File: config.mk
export PLATFORM = sky130hd
export DESIGN_NAME = assoc_kv_cam
export DESIGN_NICKNAME = d
export VERILOG_FILES = /design/src/rtl/assoc_kv_cam.sv
export SDC_FILE = /design/constraint.sdc
export NUM_CORES = 1
export LEC_CHECK = 0
export CAP_MARGIN = 10
export CORE_ASPECT_RATIO = 0.5
export CORE_MARGIN = 4
export CORE_UTILIZATION = 55
export DETAILED_ROUTE_END_ITERATION = 8
export GPL_ROUTABILITY_DRIVEN = 0
export PLACE_DENSITY = 0.82
export SYNTH_ARGS = -nofsm -noshare
export SYNTH_HDL_FRONTEND = slang
export SYNTH_SLANG_ARGS = --single-unit
File: constraint.sdc
create_clock -name clk -period 12.35 [get_ports clk]
set_clock_uncertainty 0.2 [all_clocks]
set_input_delay 1.235 -clock clk [delete_from_list [all_inputs] [get_ports clk]]
set_output_delay 1.235 -clock clk [all_outputs]
set_load 0.02 [all_outputs]
File: src/rtl/assoc_kv_cam.sv
// Associative key/value table with a two-part key {key1, key2}.
// Each request scans every entry once, one per cycle, then answers with a single-cycle response.
module assoc_kv_cam #(
   parameter int DEPTH = 8,
   parameter int DW    = 32
) (
   input  logic                     clk,
   input  logic                     reset,
   input  logic                     req_valid,
   output logic                     req_ready,
   input  logic                     req_write,
   input  logic [31:0]              req_key1,
   input  logic [63:0]              req_key2,
   input  logic [DW-1:0]            req_wdata,
   output logic                     rsp_valid,
   output logic                     rsp_hit,
   output logic [DW-1:0]            rsp_rdata,
   output logic                     rsp_err,
   output logic [$clog2(DEPTH):0]   count
);

   // state | meaning
   // IDLE  | ready for a request
   // SCAN  | examining entry r_idx, one per cycle, 0..DEPTH-1
   // RESP  | response strobe; table write commits on the edge leaving this state
   localparam int IW = $clog2(DEPTH);
   localparam int CW = IW + 1;

   typedef enum logic [1:0] {IDLE, SCAN, RESP} state_t;

   state_t           r_state;
   logic [IW-1:0]    r_idx;
   logic             r_write;
   logic [31:0]      r_key1;
   logic [63:0]      r_key2;
   logic [DW-1:0]    r_wdata;
   logic             r_found;
   logic [IW-1:0]    r_match_idx;
   logic             r_free_ok;
   logic [IW-1:0]    r_free_idx;
   logic [CW-1:0]    r_count;
   logic [DEPTH-1:0] r_vld;
   logic [31:0]      r_tkey1 [DEPTH];
   logic [63:0]      r_tkey2 [DEPTH];
   logic [DW-1:0]    r_tdata [DEPTH];

   logic             w_match;
   logic             w_hit;
   logic [IW-1:0]    w_hit_idx;
   logic             w_has_free;
   logic [IW-1:0]    w_free_idx;
   logic             w_last;
   logic             w_commit_upd;
   logic             w_commit_new;

   // Include the entry under examination so the final index counts on the last scan edge.
   assign w_match    = r_vld[r_idx] && (r_tkey1[r_idx] == r_key1) && (r_tkey2[r_idx] == r_key2);
   assign w_hit      = r_found | w_match;
   assign w_hit_idx  = r_found ? r_match_idx : r_idx;
   assign w_has_free = r_free_ok | ~r_vld[r_idx];
   assign w_free_idx = r_free_ok ? r_free_idx : r_idx;
   assign w_last     = (r_idx == IW'(DEPTH - 1));

   assign w_commit_upd = !reset && (r_state == RESP) && r_write && r_found;
   assign w_commit_new = !reset && (r_state == RESP) && r_write && !r_found && r_free_ok;

   assign req_ready = (r_state == IDLE) && !reset;
   assign count     = r_count;

   always_ff @(posedge clk) begin
      if (reset) begin
         r_state     <= IDLE;
         r_idx       <= '0;
         r_write     <= 1'b0;
         r_key1      <= '0;
         r_key2      <= '0;
         r_wdata     <= '0;
         r_found     <= 1'b0;
         r_match_idx <= '0;
         r_free_ok   <= 1'b0;
         r_free_idx  <= '0;
         r_count     <= '0;
         r_vld       <= '0;
         rsp_valid   <= 1'b0;
         rsp_hit     <= 1'b0;
         rsp_rdata   <= '0;
         rsp_err     <= 1'b0;
      end else begin
         rsp_valid <= 1'b0;
         rsp_hit   <= 1'b0;
         rsp_rdata <= '0;
         rsp_err   <= 1'b0;
         case (r_state)
            IDLE: begin
               if (req_valid) begin
                  r_write   <= req_write;
                  r_key1    <= req_key1;
                  r_key2    <= req_key2;
                  r_wdata   <= req_wdata;
                  r_idx     <= '0;
                  r_found   <= 1'b0;
                  r_free_ok <= 1'b0;
                  r_state   <= SCAN;
               end
            end
            SCAN: begin
               r_found     <= w_hit;
               r_match_idx <= w_hit_idx;
               r_free_ok   <= w_has_free;
               r_free_idx  <= w_free_idx;
               if (w_last) begin
                  r_state   <= RESP;
                  rsp_valid <= 1'b1;
                  rsp_hit   <= w_hit;
                  rsp_rdata <= (!r_write && w_hit) ? r_tdata[w_hit_idx] : '0;
                  rsp_err   <= r_write && !w_hit && (r_count == CW'(DEPTH));
               end else begin
                  r_idx <= r_idx + IW'(1);
               end
            end
            RESP: begin
               if (w_commit_new) begin
                  r_vld[r_free_idx] <= 1'b1;
                  r_count           <= r_count + CW'(1);
               end
               r_state <= IDLE;
            end
            default: r_state <= IDLE;
         endcase
      end
   end

   // Key/data storage needs no reset; only the valid bits define occupancy.
   always_ff @(posedge clk) begin
      if (w_commit_upd) begin
         r_tdata[r_match_idx] <= r_wdata;
      end else if (w_commit_new) begin
         r_tkey1[r_free_idx] <= r_key1;
         r_tkey2[r_free_idx] <= r_key2;
         r_tdata[r_free_idx] <= r_wdata;
      end
   end

endmodule

# Word-level counts from Yosys, hierarchy flattened
# Memories as Yosys holds them, arrays and structs flattened. A register that Yosys moved wholly into a read port is not among the register bits.
# Index checks and enable logic that the tools add are counted.
[word_totals]
inputBits = 132
n_memories = 3
out_inout_bits = 40
wordCells = 95
regBits = 157
mem_bits_rw = 1024
[classes]
muxes = 27
addsub = 2
n_reduce_logical = 28
magnitude_cmp = 3
n_eq_ne = 9
bitwise = 8
[mem_list]
columns = ["memory", "depth", "width", "read_ports", "rd_clocked_by_memory_dff", "wr", "line_no", "source"]
rows = [
  ["r_tkey2", 8, 64, 1, 1, 1, "44", "logic [63:0] r_tkey2 [DEPTH];"],
  ["r_tdata", 8, 32, 1, 1, 1, "45", "logic [DW-1:0] r_tdata [DEPTH];"],
  ["r_tkey1", 8, 32, 1, 1, 1, "43", "logic [31:0] r_tkey1 [DEPTH];"],
]
[op_table]
columns = ["cell", "count"]
rows = [
  ["64-bit == test", 1],
  ["32-bit == test", 1],
  ["32-bit 2-to-1 mux", 1],
  ["32-bit OR reduction", 1],
  ["3-bit 2-to-1 mux", 8],
  ["1-bit logical AND", 12],
  ["1-bit 2-to-1 mux", 10],
  ["2-bit AND reduction", 5],
  ["3-bit by 4-bit less-than comparator with 1-bit output, second input constant", 2],
  ["8-bit bitwise OR", 1],
  ["2-bit inequality test, second input constant", 3],
  ["3-bit one-hot mux with 2 select lines", 1],
  ["1-bit inverter", 5],
  ["4-bit by 1-bit adder with 4-bit output, second input constant", 1],
  ["4-bit == test, second input constant", 1],
  ["1-bit zero test", 4],
  ["2-bit 2-to-1 mux", 2],
  ["1-bit one-hot mux with 2 select lines", 2],
  ["2-bit one-hot mux with 2 select lines", 1],
  ["4-bit OR reduction", 1],
  ["3-bit by 1-bit adder with 3-bit output, second input constant", 1],
  ["1-bit binary-select mux with 3-bit select", 1],
  ["1-bit demux with 3-bit select", 1],
  ["3-bit == test, second input constant", 1],
  ["9 further kinds", 10],
]

# Longest topological paths before layout
[logic_depth]
word_depth = 10
ltp_mapped = 14
mapped_depth_nobuf = 9

# Worst setup path after synthesis
# OpenSTA, ideal clock, no wires.
[synth_path]
kind = "in2reg"
from = "input reset"
to = "memory r_tkey1[0][0] (enable)"
setup_time_ns = 0.790
cell_stages = 3
t_arrival_ns = 10.787
required_time_ns = 11.360
setup_slack_ns = 0.573
path_buffers = 0
path_cell_list = "nor3_1 > nand2_1 > nor4_1"
[synth_between]
elab_chain_len = 8
elab_cells_between_ends = 9
cone_classes = "mux: 3; reduce/logical: 6"
[synth_rtl]
columns = ["item", "line_no", "source"]
rows = [
  ["start: declaration", "8", "input logic reset,"],
  ["1-bit zero test (*)", "64, 65", ""],
  ["1-bit logical AND (*) (2 in series)", "64, 65", ""],
  ["1-bit logical AND (2 in series)", "65", "assign w_commit_new = !reset && (r_state == RESP) && r_write && !r_found && r_free_ok;"],
  ["1-bit 2-to-1 mux", "137", "end else if (w_commit_new) begin"],
  ["1-bit 2-to-1 mux (*)", "135", "if (w_commit_upd) begin"],
  ["1-bit 2-to-1 mux (implied by the code) (*)", "138", "r_tkey1[r_free_idx] <= r_key1;"],
  ["end: declaration", "43", ""],
]
# Mark *: on every way between the ends. The rest lies on a longest branch, timed or not.

==> out/results.txt <==
status: complete, no violations
Primary FF master, synth: edfxtp_1
Slew Viols, Final: 0
Nets: 3173
Post-DP HPWL: 55900 um
RSZ-0062 raised after global routing: false
crit end category: register
Clk Latency, worst-skew pair: 0.69 ns
antenna violations before repair: 0
VDD IR max: 125.0 uV
largest cells by area after synthesis: edfxtp_1 66%, dfxtp_1 8.2%, mux4_2 6.7%
1st-pass router iterations: 6
final number of hold-violating endpoints: 0
Tmin final: 5.446 ns
setup slack at placement: 7.050 ns
Total GRT Usage: 0.2328
Rel. slew slack: 0.1662
Area after DPL: 49370 um^2
Post-route DRC: 0
EDFF count, synth: 1024
DR vias/cell: 6.107
final setup fails: 0
Wirelength per Cell: 24.72 um
CTS tree: yes
Core Util, Final: 0.6279
Inserted Clock Buffers: 99
DIE AREA: 89890 um^2
most common library cells after synthesis: 1024 x edfxtp_1, 566 x nand2_1, 192 x dfxtp_1, 145 x mux2i_1, 139 x mux4_2
placed cells: 4052
pin count of the biggest net entering global routing: 115
CP max FO: 55
hold-fix buffers at CTS: 0
Core Area: 83990 um^2
PortBufs: 171
CP startpoint kind: register
DIE WIDTH: 420.0 um
largest area contributor in the netlist: edfxtp_1
global route overflow: 0
post-route cell area: 52740 um^2
Synth-to-Final Area Change: 12.96%
synth unique cells: 58
leakage power: 0.01703 uW
crit path DAT: 5.82 ns
Syn Nets: 3028
DRT iter0 DRCs: 2963
Seq/Total Area, Yosys: 0.7410
Setup Buffers After CTS: 0
mapped cell area: 46690 um^2
most common cell in the netlist: edfxtp_1
post-route clock period utilization: 0.4410
Post-DRT Antenna Nets: 0
clock-pin slew on the worst setup and hold paths: 0.07 ns
Synth Warn #: 0
drt total wl: 104800 um
Num Clock Sinks: 1216
worst-case clock buffer depth: 3
setup ws final: 6.904 ns
Setup CP Type: reg2reg
P per Cell Area: 154.2 nW/um^2
DR vias: 25880
initial core utilization: 0.5559
post-synthesis average cell area: 16.14 um^2
synthesized netlist cell count: 2892
Synth Register Bits: 1216
HP Class: reg2reg
Max Cap Viol: 0
first-pass GRT wire length: 159400 um
vias in the first global route: 26450
Root Buffer: clkbuf_16
Resized cells post-CTS: 0
n_diodes: 0
TNS Setup: 0 ns
Max Fclk: 183.6 MHz
hold_sp: r_vld[2]
row count: 75
io pins: 172
non-filler cells, final: 4238
H-tree lvl count: 3
area share of the largest cell type after synthesis: 0.6586
share of cells above drive strength 1: 0.1329
CP required: 12.72 ns
measured slew at the worst slew-check pin: 1.238 ns
Synth async-reset ratio: 0
Die Ht: 214.0 um
## power breakdown
part | internal [uW] | switching, uW
Sequential | 4470 | 82.8
Clock | 1810 | 1440
Combinational | 143 | 183
## cell usage in the layout (no fill, tap or decap), types with 32 or more instances in the layout
cell and n:
clkdlybuf4s50_1 170, a311oi_1 32, nand2_1 565, a31oi_1 36
buf_4 39, mux2i_1 142, xor2_1 53, a21oi_1 135
mux4_2 139, clkbuf_16 102, and3_1 32, edfxtp_1 1024
nor3_2 35, nor2_1 42, nand3_1 64, dfxtp_1 189
## path summary, 6_finish.rpt
| kind | slack, ns | end | cells past startpoint |
|---|---|---|---|
| max | 6.90 | rsp_rdata[11] | 12 |
| min | 0.27 | r_vld[2] | 2 |
| max reg2reg | 6.90 | rsp_rdata[11] | 12 |
| min reg2reg | 0.27 | r_vld[2] | 2 |
## stage by stage
step,power [uW],hold WS (ns)
floorplan,4830,0.2348
global placement,4951,0.2478
detailed placement,4966,0.2604
CTS,8167,0.2755
global route,8385,0.2978
finish,8131,0.2721
## final cells by class
| cell class | count | area, um^2 |
|---|---|---|
| clock inverter | 43 | 516.7 |
| clock buffer | 143 | 2846 |
| timing repair buffer | 212 | 2046 |
| tap | 1116 | 1396 |
| inverter | 5 | 18.77 |
| fill | 5515 | 31250 |
| multi-input combinational | 1503 | 11310 |
| sequential | 1216 | 34600 |
## flip-flops by register name, indices dropped and copies added, names as in the netlist, 8 cells and up, named ones only
name / cells
rsp_rdata: 32
r_tkey1: 256
r_tkey2: 512
r_key1: 32
r_vld: 8
r_key2: 64
r_wdata: 32
r_tdata: 256
## metal layers
layer,track usage,wire length (um),up-vias
met5,0,0,-
met4,0.08054,3037,0
met3,0.04348,8383,192
met2,0.3826,52090,1253
met1,0.3161,41240,13170
li1,-,-,11260
## critical path, stage by stage (launching register included)
cell      delay, ns
dfxtp_4        0.70
buf_4          0.58
buf_4          0.82
nor2b_1        0.37
a22oi_1        0.29
nand2_1        0.20
a222oi_1       0.38
nand4_1        0.13
or4_1          0.50
inv_1          0.13
a41oi_4        0.16
buf_4          0.41
nor3_1         0.38
## kinds of logic after synthesis
group,Yosys count,share of synthesized area
xor+xnor,82,0.01538
mux,306,0.1044
flops,1216,0.7410
simple gates,826,0.07844
fa+ha+maj,4,0.001072
buf+inv,173,0.02023
compound gates,285,0.03950
(Power assumes the default switching activity.)
